### src/rtl/proc_pkg.sv
// rtl/proc_pkg.sv - shared processor constants and the IF/ID stage state type
package proc_pkg;

    localparam int XLEN = 32;
    localparam logic [31:0] NOP_INSTR = 32'h0000_0013;

    typedef enum logic [1:0] {
        EMPTY = 2'd0,
        ONE   = 2'd1,
        TWO   = 2'd2
    } stage_state_e;

endpackage

### src/rtl/if_id_pipe_reg_stage_slot.sv
// rtl/if_id_pipe_reg_stage_slot.sv - load-enabled storage slot with async reset value
module stage_slot #(
    parameter int             W       = 64,
    parameter logic [W-1:0]   RST_VAL = '0
) (
    input  logic         clk,
    input  logic         rst,
    input  logic         load,
    input  logic [W-1:0] d,
    output logic [W-1:0] q
);

    always_ff @(posedge clk or posedge rst) begin
        if (rst) begin
            q <= RST_VAL;
        end else if (load) begin
            q <= d;
        end
    end

endmodule

### src/rtl/if_id_pipe_reg.sv
// rtl/if_id_pipe_reg.sv - fetch-to-decode stage; IF_ID_SKID_EN selects the two-slot skid variant
module if_id_pipe_reg #(
    parameter int          N         = 32,
    parameter logic [31:0] NOP_INSTR = 32'h0000_0013
) (
    input  logic         clk,
    input  logic         rst,
    input  logic         flush,
    input  logic         in_valid,
    output logic         in_ready,
    input  logic [N-1:0] in_pc,
    input  logic [31:0]  in_instr,
    output logic         out_valid,
    input  logic         out_ready,
    output logic [N-1:0] out_pc,
    output logic [31:0]  out_instr
);
    import proc_pkg::*;

    localparam int W = N + 32;
    localparam logic [W-1:0] SLOT_RST = {{N{1'b0}}, NOP_INSTR};

    stage_state_e state_q, state_d;
    logic         in_fire;
    logic         main_load;
    logic         main_from_skid;
    logic [W-1:0] main_d, main_q;
    logic [W-1:0] skid_q;

    always_ff @(posedge clk or posedge rst) begin
        if (rst) begin
            state_q <= EMPTY;
        end else begin
            state_q <= state_d;
        end
    end

    assign out_valid = (state_q != EMPTY);
    assign in_fire   = in_valid && in_ready;

`ifdef IF_ID_SKID_EN
    logic skid_load;

    // Registered ready: only the state decides, never out_ready.
    assign in_ready = (state_q != TWO);

    always_comb begin
        state_d        = state_q;
        main_load      = 1'b0;
        skid_load      = 1'b0;
        main_from_skid = 1'b0;
        case (state_q)
            EMPTY: begin
                if (in_fire) begin
                    main_load = 1'b1;
                    state_d   = ONE;
                end
            end
            ONE: begin
                if (in_fire && out_ready) begin
                    main_load = 1'b1;
                end else if (in_fire) begin
                    skid_load = 1'b1;
                    state_d   = TWO;
                end else if (out_ready) begin
                    state_d = EMPTY;
                end
            end
            TWO: begin
                if (out_ready) begin
                    main_load      = 1'b1;
                    main_from_skid = 1'b1;
                    state_d        = ONE;
                end
            end
            default: state_d = EMPTY;
        endcase
        // Flush squashes everything; slots keep contents so out_pc holds.
        if (flush) begin
            state_d   = EMPTY;
            main_load = 1'b0;
            skid_load = 1'b0;
        end
    end

    stage_slot #(.W(W), .RST_VAL(SLOT_RST)) u_skid (
        .clk  (clk),
        .rst  (rst),
        .load (skid_load),
        .d    ({in_pc, in_instr}),
        .q    (skid_q)
    );
`else
    assign in_ready = !out_valid || out_ready;
    assign skid_q   = SLOT_RST;

    always_comb begin
        state_d        = state_q;
        main_load      = 1'b0;
        main_from_skid = 1'b0;
        case (state_q)
            EMPTY: begin
                if (in_fire) begin
                    main_load = 1'b1;
                    state_d   = ONE;
                end
            end
            ONE: begin
                if (in_fire) begin
                    main_load = 1'b1;
                end else if (out_ready) begin
                    state_d = EMPTY;
                end
            end
            default: state_d = EMPTY;
        endcase
        if (flush) begin
            state_d   = EMPTY;
            main_load = 1'b0;
        end
    end
`endif

    assign main_d = main_from_skid ? skid_q : {in_pc, in_instr};

    stage_slot #(.W(W), .RST_VAL(SLOT_RST)) u_main (
        .clk  (clk),
        .rst  (rst),
        .load (main_load),
        .d    (main_d),
        .q    (main_q)
    );

    assign out_pc    = main_q[W-1:32];
    assign out_instr = out_valid ? main_q[31:0] : NOP_INSTR;

endmodule

### config.mk
export PLATFORM = sky130hd
export DESIGN_NAME = if_id_pipe_reg
export DESIGN_NICKNAME = d
export VERILOG_FILES = /design/src/rtl/proc_pkg.sv /design/src/rtl/if_id_pipe_reg_stage_slot.sv /design/src/rtl/if_id_pipe_reg.sv
export SDC_FILE = /design/constraint.sdc
export NUM_CORES = 1
export LEC_CHECK = 0
export BUFFER_PORTS_ARGS = -buffer_cell sky130_fd_sc_hd__buf_2
export CAP_MARGIN = 10
export CORE_ASPECT_RATIO = 1.75
export CORE_MARGIN = 5
export CORE_UTILIZATION = 30
export CTS_CLUSTER_DIAMETER = 40
export DETAILED_ROUTE_END_ITERATION = 7
export PLACE_DENSITY = 0.67
export SLEW_MARGIN = 10
export SYNTH_ARGS = -nofsm -noshare
export SYNTH_HDL_FRONTEND = slang
export SYNTH_SLANG_ARGS = --single-unit
### constraint.sdc
create_clock -name clk -period 1.9 [get_ports clk]
set_clock_uncertainty 0.05 [all_clocks]
set_input_delay 0.285 -clock clk [delete_from_list [all_inputs] [get_ports clk]]
set_output_delay 0.285 -clock clk [all_outputs]
set_load 0.02 [all_outputs]
==> reports/results.txt <==
commonest cells in the synthesized netlist: dfrtp_1, mux2_4, buf_4
Most used DFF post-synth: dfrtp_1
CTS Buf Count: 9
share of layout cells above drive strength 1: 0.6947
Root Driver: clkbuf_16
Routability Congestion: 0.6921
cell taking the most area after synthesis: dfrtp_1
IO Pins: 135
overall routed net length: 6754 um
CP Capture Type: output pin
reg2reg setup slack: 0.23 ns
Worst-Skew Late Latency: 0.32 ns
setup tns final: 0 ns
die width: 88.11 um
PortBufs: 134
Synth async-reset ratio: 1.000
CTS Sinks: 65
Die Ht: 146.7 um
initial antenna violation count: 0
Detailed Routing Iterations Pass 1: 4
Mapped Area: 3203 um^2
type of the worst setup path: flop to output pin
H-tree depth: 3
WP data required: 1.56 ns
final hold viol count: 0
final net count: 385
total gr overflow: 0
final setup margin: 0.1732 ns
Post-CTS Resized: 0
RSZ-0062 raised after global routing: no
Slew Viols, Final: 0
YS warnings: 0
CTS tree: done
Clk pwr share: 0.349
Syn Nets: 278
die area: 12920 um^2
fmax: 579.1 MHz
Pwr Density: 1057 nW/um^2
Power Internal: 0.003027 W
Syn Area/Cell: 15.33 um^2
outcome: completed
Worst setup SP type: flop
Comb pwr share: 0.237
DR vias/cell: 4.188
crit path DAT: 1.39 ns
largest net degree at the start of global routing: 66
Overall Global Routing Usage: 0.1065
placed wire-length estimate: 4812 um
register area share after synthesis: 0.5090
pre-CTS WS: 0.2064 ns
first-pass GRT wire length: 10560 um
Reg clk slew, reported paths: 0.06 ns
count leader, synth: dfrtp_1
CP max FO: 33
number of synthesized flops with an enable pin: 0
initial DRC count: 34
Leak: 2.044 nW
Switch Pwr: 0.001194 W
post-synthesis cell count: 209
measured slew at the worst slew-check pin: 0.3596 ns
Cell variety after synth: 15
Initial Util: 0.3030
DRC Markers: 0
Max clock buf depth: 2
# Post-CTS Setup Buffers: 0
ranking of synthesized cells by area: dfrtp_1, mux2_4, buf_4
Yosys top cell area share: 0.4844
Switching Fraction: 0.2828
ANT cells: 0
path category of the worst min-delay check: input port to async pin
vias in the first global route: 2108
CTS Hold Buffers Added: 0
share of power burned in registers: 0.414
Max rail drop VDD: 396.2 uV
Area Growth Syn to Fin: 24.73%
DR WL/cell: 14.98 um
total number of vias: 1889
Min Clock Period, post-route: 1.727 ns
ANT nets after route: 0
Setup Viol. Count Final: 0
Slew Limit Headroom: 0.7603
Tcrit/Tclk final: 0.9088
Max-Cap Viols: 0
Yosys reg bits: 65
core area: 10570 um^2
row count: 50
-- sequential cells by signal (all words and copies together) (netlist names) --
| signal | flops |
|---|---|
| u_main.q | 64 |
| state_q | 1 |
-- logic make-up (layout without fill, tap and decap cells) --
kind of cell / Yosys count / in the layout / synth area share
simple gates: 36 / 36 / 0.07383
flops: 65 / 65 / 0.5090
buf+inv: 44 / 156 / 0.1219
mux: 64 / 64 / 0.2953
-- through the flow --
| stage | power [W] | util | std cells | area [um^2] | hold slack (ns) |
|---|---|---|---|---|---|
| 6_report | 0.004221 | 0.3779 | 451 | 3995 | 0.00007044 |
| 5_1_grt | 0.004429 | 0.3779 | 451 | 3995 | 0.02162 |
| 4_1_cts | 0.004301 | 0.3779 | 451 | 3995 | 0.009622 |
| 3_5_place_dp | 0.002785 | 0.3529 | 435 | 3731 | 0.3668 |
| 3_3_place_gp | 0.002754 | 0.3529 | 435 | 3731 | 0.3552 |
| 2_1_floorplan | 0.002625 | - | 209 | 3207 | 0.3014 |
-- metal layers --
layer  part of all wire  global-route usage  vias up  routed length, um
li1                   -                   -      870                  -
met1               0.39              0.1206      936               2623
met2               0.52              0.1798       74               3527
met3              0.071             0.03479        9                481
met4              0.018             0.04614        0                121
met5                  0                   0        -                  0
-- layout make-up --
type	instances	area (um^2)
Sequential cell	65	1630
Clock inverter	6	35.03
Clock buffer	10	229.0
Fill cell	1016	6578
Timing Repair Buffer	138	738.2
Tap cell	130	162.7
Inverter	2	11.26
Multi-Input combinational cell	100	1189
-- power by group through the flow --
stage / Clock, W / Sequential (W) / Combinational, W
after CTS: 0.00153 / 0.00175 / 0.00102
after detailed placement: 0 / 0.00177 / 0.00101
after global placement: 0 / 0.00176 / 0.000991
after global routing: 0.00158 / 0.00178 / 0.00107
final: 0.00147 / 0.00175 / 0.000999
after floorplan: 0 / 0.00174 / 0.000889
-- cell usage in the layout (no fill, tap or decap) --
master / n
inv_1: 1
clkinvlp_4: 3
clkbuf_1: 1
or2b_1: 2
nor3b_4: 1
clkinv_2: 4
dfrtp_1: 62
clkbuf_16: 9
mux2_4: 60
dfstp_2: 3
buf_2: 134
and2_1: 29
buf_4: 1
mux2_2: 4
buf_12: 3
nor2_1: 2
nand2b_1: 1
nor2b_4: 1
-- path summary, 6_finish.rpt --
kind | startpoint | to | cells after the start
max reg2reg | state_q[0]$_DFFE_PP0P_ | u_main.q[40]$_DFFE_PP0P_ | 4
min in group clk | flush | state_q[0]$_DFFE_PP0P_ | 2
max | state_q[0]$_DFFE_PP0P_ | out_instr[0] | 3
min | rst | u_main.q[54]$_DFFE_PP0P_ | 3
min reg2reg | u_main.q[47]$_DFFE_PP0P_ | u_main.q[47]$_DFFE_PP0P_ | 1
max in group asynchronous | rst | u_main.q[4]$_DFFE_PP1P_ | 3
-- worst max-delay path: stages, from the launching register on --
cell     delay (ns)
dfrtp_1        0.34
buf_4          0.30
or2b_1         0.27
buf_2          0.16
Note: power is estimated with default switching activity, not from simulation.
